===== src/rtl/key_repeat_cond.sv =====
// key_repeat_cond: synchroniser, tick-based debouncer and press/auto-repeat pulse
// generator for one push button.
// Optional feature macro: KEY_REPEAT_EN (defined = IDLE/WAIT/REPEAT auto-repeat,
// undefined = single pulse per press with KEY_LONG tied low).
module key_repeat_cond #(
  parameter int unsigned DEB_MS       = 20,
  parameter int unsigned REP_DELAY_MS = 500,
  parameter int unsigned REP_RATE_MS  = 100
) (
  input  logic CLK,
  input  logic RESET,
  input  logic ENABLE_khz,
  input  logic KEY_IN,
  output logic KEY_LEVEL,
  output logic KEY_PULSE,
  output logic KEY_LONG
);

  localparam int unsigned CNT_W = 10;

  // Reject parameter values the 10-bit counters cannot represent.
  if (DEB_MS < 1 || DEB_MS > 1023 || REP_DELAY_MS < 1 || REP_DELAY_MS > 1023 ||
      REP_RATE_MS < 1 || REP_RATE_MS > 1023) begin : g_param_check
    $error("key_repeat_cond: timing parameter outside 1..1023");
  end

  logic             sync_meta;
  logic             samp;
  logic [CNT_W-1:0] deb_cnt;
  logic             deb_done_c;
  logic             rise_c;
  logic             fall_c;
  logic             pulse_nxt;

  // Two-flop synchroniser; samp is the only view of the key used downstream.
  always_ff @(posedge CLK or negedge RESET) begin
    if (!RESET) begin
      sync_meta <= 1'b0;
      samp      <= 1'b0;
    end else begin
      sync_meta <= KEY_IN;
      samp      <= sync_meta;
    end
  end

  // Debounce completes on the tick where a changed sample has persisted DEB_MS ticks.
  assign deb_done_c = ENABLE_khz && (samp != KEY_LEVEL) && (deb_cnt == CNT_W'(DEB_MS - 1));
  assign rise_c     = deb_done_c && !KEY_LEVEL;
  assign fall_c     = deb_done_c && KEY_LEVEL;

  // Debounce counter and debounced level, advancing on ticks only.
  always_ff @(posedge CLK or negedge RESET) begin
    if (!RESET) begin
      deb_cnt   <= '0;
      KEY_LEVEL <= 1'b0;
    end else if (ENABLE_khz) begin
      if (samp == KEY_LEVEL) begin
        deb_cnt <= '0;
      end else if (deb_done_c) begin
        deb_cnt   <= '0;
        KEY_LEVEL <= ~KEY_LEVEL;
      end else begin
        deb_cnt <= deb_cnt + CNT_W'(1);
      end
    end
  end

`ifdef KEY_REPEAT_EN
  typedef enum logic [1:0] {ST_IDLE, ST_WAIT, ST_REPEAT} state_t;

  state_t           state;
  state_t           state_nxt;
  logic [CNT_W-1:0] rep_cnt;
  logic [CNT_W-1:0] rep_cnt_nxt;
  logic             long_nxt;

  // State, repeat counter and registered outputs.
  always_ff @(posedge CLK or negedge RESET) begin
    if (!RESET) begin
      state     <= ST_IDLE;
      rep_cnt   <= '0;
      KEY_PULSE <= 1'b0;
      KEY_LONG  <= 1'b0;
    end else begin
      state     <= state_nxt;
      rep_cnt   <= rep_cnt_nxt;
      KEY_PULSE <= pulse_nxt & ~KEY_PULSE;
      KEY_LONG  <= long_nxt;
    end
  end

  // Press pulse on the level rise, then delayed and periodic repeat pulses; release wins.
  always_comb begin
    state_nxt   = state;
    rep_cnt_nxt = rep_cnt;
    pulse_nxt   = 1'b0;
    long_nxt    = KEY_LONG;
    if (fall_c) begin
      state_nxt   = ST_IDLE;
      rep_cnt_nxt = '0;
      long_nxt    = 1'b0;
    end else begin
      case (state)
        ST_IDLE: begin
          if (rise_c) begin
            pulse_nxt   = 1'b1;
            rep_cnt_nxt = '0;
            state_nxt   = ST_WAIT;
          end
        end
        ST_WAIT: begin
          if (ENABLE_khz) begin
            if (rep_cnt == CNT_W'(REP_DELAY_MS - 1)) begin
              pulse_nxt   = 1'b1;
              long_nxt    = 1'b1;
              rep_cnt_nxt = '0;
              state_nxt   = ST_REPEAT;
            end else begin
              rep_cnt_nxt = rep_cnt + CNT_W'(1);
            end
          end
        end
        ST_REPEAT: begin
          if (ENABLE_khz) begin
            if (rep_cnt == CNT_W'(REP_RATE_MS - 1)) begin
              pulse_nxt   = 1'b1;
              rep_cnt_nxt = '0;
            end else begin
              rep_cnt_nxt = rep_cnt + CNT_W'(1);
            end
          end
        end
        default: begin
          state_nxt   = ST_IDLE;
          rep_cnt_nxt = '0;
          long_nxt    = 1'b0;
        end
      endcase
    end
  end
`else
  typedef enum logic {ST_IDLE, ST_HELD} state_t;

  state_t state;
  state_t state_nxt;

  // State and registered press pulse.
  always_ff @(posedge CLK or negedge RESET) begin
    if (!RESET) begin
      state     <= ST_IDLE;
      KEY_PULSE <= 1'b0;
    end else begin
      state     <= state_nxt;
      KEY_PULSE <= pulse_nxt & ~KEY_PULSE;
    end
  end

  // Exactly one pulse per debounced press; release returns to IDLE silently.
  always_comb begin
    state_nxt = state;
    pulse_nxt = 1'b0;
    if (fall_c) begin
      state_nxt = ST_IDLE;
    end else if (state == ST_IDLE && rise_c) begin
      pulse_nxt = 1'b1;
      state_nxt = ST_HELD;
    end
  end

  assign KEY_LONG = 1'b0;
`endif

endmodule


===== config.mk =====
export PLATFORM = sky130hd
export DESIGN_NAME = key_repeat_cond
export DESIGN_NICKNAME = d
export VERILOG_FILES = /design/src/rtl/key_repeat_cond.sv
export SDC_FILE = /design/constraint.sdc
export NUM_CORES = 1
export LEC_CHECK = 0
export BUFFER_PORTS_ARGS = -buffer_cell sky130_fd_sc_hd__buf_2
export CORE_MARGIN = 3
export CORE_UTILIZATION = 40
export CTS_BUF_LIST = sky130_fd_sc_hd__clkbuf_4
export DETAILED_ROUTE_END_ITERATION = 16
export GPL_TIMING_DRIVEN = 0
export PLACE_DENSITY = 0.63
export SYNTH_ARGS = -nofsm -noshare
export SYNTH_HDL_FRONTEND = slang
export SYNTH_SLANG_ARGS = --single-unit
export TNS_END_PERCENT = 10

===== constraint.sdc =====
create_clock -name CLK -period 4.3 [get_ports CLK]
set_clock_uncertainty 0.2 [all_clocks]
set_input_delay 0 -clock CLK [delete_from_list [all_inputs] [get_ports CLK]]
set_output_delay 0 -clock CLK [all_outputs]
set_load 0.01 [all_outputs]

==> results_dict.tcl <==
set metrics [dict create \
    peakVddDrop_mv 0.167 \
    drive_above_1_share_pct 16.7 \
    r2r-start "deb_cnt[0]$_DFFE_PN0P_" \
    finalHoldViolCount 0 \
    die_area_um2 2490 \
    crit_fanout 10 \
    clkTransAtPathRegs_ns 0.09 \
    vias 630 \
    crit_chain "ha_1 -> nor4b_2 -> nand4_1 -> buf_4 -> a31oi_1 -> a31oi_1" \
    htreeDepth 1 \
    cp_slowest_cell "dfrtp_1" \
    worstHoldStart "KEY_IN" \
    row_count 15 \
    path_common_cell "a31oi_1" \
    synth_warnings 0 \
    first_pass_iters 4 \
    cp_data_required_time_ns 4.26 \
    pwr-share-comb_pct 10.9 \
    area_delta_synth_final_pct 16.1 \
    portBuffers 5 \
    max_freq_mhz 573 \
    cts_setup_buffers 0 \
    p_int_mw 0.198 \
    cts_buffer_depth 2 \
    syn_area_um2 771 \
    tns_ns 0 \
    place_ws_ns 2.56 \
    cp.arrival_ns 1.70 \
    cp-start-kind "flop" \
    synth_seq_cells 15 \
    totalPowerFinal_mw 0.270 \
    n_antenna_cell 0 \
    antenna_left 0 \
    worst_slack_ns 2.56 \
    avgSynthCellArea_um2 10.0 \
    relSlewSlack_pct 54.9 \
    maxCapViolCount 0 \
    gp_congestion 0.754 \
    clock_power_share_pct 30.8 \
    status "finished, final reports clean" \
    finalCritPeriodShare_pct 40.6 \
    slowest_delay_ns 0.39 \
    grt_pass1_wl_um 2640 \
    seq_power_share_pct 58.4 \
    dp_cells 107 \
    swShare_pct 26.9 \
    die_h_um 49.9 \
    p_per_area_nw_per_um2 302 \
    grt_use_total_pct 13.8 \
    core_um2 1760 \
    drt_iter0_drc 17 \
    synth_flop_cell "dfrtp_1" \
    ios 7 \
    syn_nets 82 \
    overflow 0 \
    grt_pass1_vias 621 \
    worstMarginPinSlew_ns 0.674 \
    antenna_found_initial 0 \
    critical_path_class "flop to flop" \
    routed_wl_um 1470 \
    clk_latency_ns 0.29 \
    synthCells 77 \
    fin_nets 96 \
    netlist_top_cells_area "dfrtp_1, nand3_1, a31oi_1, nor4b_2, nand4_1" \
    start_util_pct 43.7 \
    finalSetupViolCount 0 \
    rsz0062_at_grt "false" \
    holdWs_ns 0.146 \
    synth.top_cell.area_share_pct 48.7 \
    r2r_cells 6 \
    ys_types 29 \
    hold_class "input port to flop" \
    wl_per_cell_um 12.8 \
    crit_path_start "deb_cnt[0]$_DFFE_PN0P_" \
    holdPathStages 2 \
    synth_top_cell_by_area "dfrtp_1" \
    cts_tree "built" \
    period_minus_slack_ns 1.74 \
    grt_max_degree 16 \
    slew_violations 0 \
    end_kind "flop" \
    numCtsBuffers 3 \
    yosysSeqAreaShare_pct 48.7 \
    drc_errors 0 \
    p_leak_nw 0.390 \
    synth_edf_count 0 \
    final_cell_count_no_fill 115 \
    p_sw_mw 0.0727 \
    clock-sinks 15 \
    fp.dieW_um 49.9 \
    vias_per_cell 5.48 \
    clock-root-buffer "clkbuf_4" \
    synthArstFlopShare_pct 100 \
]
-- cells by family after synthesis --
family / count (synthesis) / share of synthesized area (%)
AOI/OAI and AO/OA: 14 / 11.8
xor gates and xnor gates: 4 / 4.55
adders and majority gates: 1 / 1.62
buffers and inverters: 9 / 6.82
DFF: 15 / 48.7
muxes: 1 / 1.30
other: 1 / 0.487
and+or+nand+nor: 32 / 24.7
-- path summary, 6_finish.rpt --
check	to	slack (ns)
setup / recovery	deb_cnt[2]$_DFFE_PN0P_	2.56
hold / removal	sync_meta$_DFF_PN0_	0.15
setup reg to reg	deb_cnt[2]$_DFFE_PN0P_	2.56
hold reg to reg	samp$_DFF_PN0_	0.16
min in group asynchronous	deb_cnt[8]$_DFFE_PN0P_	0.60
max in group asynchronous	samp$_DFF_PN0_	2.87
-- worst max-delay path: cells and delay by family (launching register included) --
family / cells / cell delay (ns)
AOI/OAI and AO/OA: 2 / 0.22
adders and majority gates: 1 / 0.22
buffers and inverters: 1 / 0.21
and+or+nand+nor: 2 / 0.37
DFF: 1 / 0.39
-- through the flow --
| step | area (um^2) | util [%] |
|---|---|---|
| after global placement | 827 | 46.9 |
| after floorplan | 771 | - |
| after CTS | 895 | 50.7 |
| after global routing | 895 | 50.7 |
| final | 895 | 50.7 |
| after detailed placement | 827 | 46.9 |
-- flip-flops by register name, indices dropped and copies added, names as in the netlist --
name / count
deb_cnt: 10
state: 1
samp: 1
KEY_PULSE: 1
KEY_LEVEL: 1
sync_meta: 1
-- area by class of cell --
class | count | area, um^2
Inverter | 5 | 18.8
Clock buffer | 3 | 22.5
Clock inverter | 1 | 5.00
Timing Repair Buffer | 9 | 65.1
Tap cell | 25 | 31.3
Fill cell | 190 | 870
Buffer | 4 | 33.8
Sequential cell | 15 | 375
Multi-Input combinational cell | 53 | 343
-- synthesized netlist by cell type, types with 4 or more instances --
cell     number
a31oi_1       5
dfrtp_1      15
inv_1         5
nand2_1       4
nand3_1       8
nand4_1       4
nor2_1        5
-- per-layer routing --
layer	GRT usage, %	wire [um]	up-vias
li1	-	-	306
met4	7.83	41	0
met5	0	0	-
met2	20.9	660	17
met1	18.2	726	301
met3	2.72	44	6
-- timing repair --
action | in CTS | in global routing
hold buffers | 4 | 0
setup endpoints to repair | 0 | 0
endpoints found under the hold margin | 20 | 0
resized for setup | 0 | 0
-- layout by cell type (no fill, tap or decap), types with 2 or more instances in the layout --
cell	instances
nand4_1	4
nor4b_2	2
clkbuf_4	3
a31oi_1	5
buf_4	2
and3_1	2
nand2_1	4
o22ai_1	2
xnor2_1	2
xor2_1	2
dfrtp_1	15
buf_2	5
nor2_1	5
o221ai_1	2
inv_1	5
nand3b_1	2
o31ai_1	2
dlygate4sd3_1	4
nand3_1	8
-- power groups by stage --
stage / clock network [mW] / registers (mW) / logic, mW
3_3_place_gp: 0 / 0.160 / 0.0262
6_report: 0.0832 / 0.158 / 0.0294
3_5_place_dp: 0 / 0.160 / 0.0267
2_1_floorplan: 0 / 0.158 / 0.0192
5_1_grt: 0.0900 / 0.159 / 0.0330
4_1_cts: 0.0839 / 0.157 / 0.0296
No activity file was read; power rests on OpenSTA's default activity.
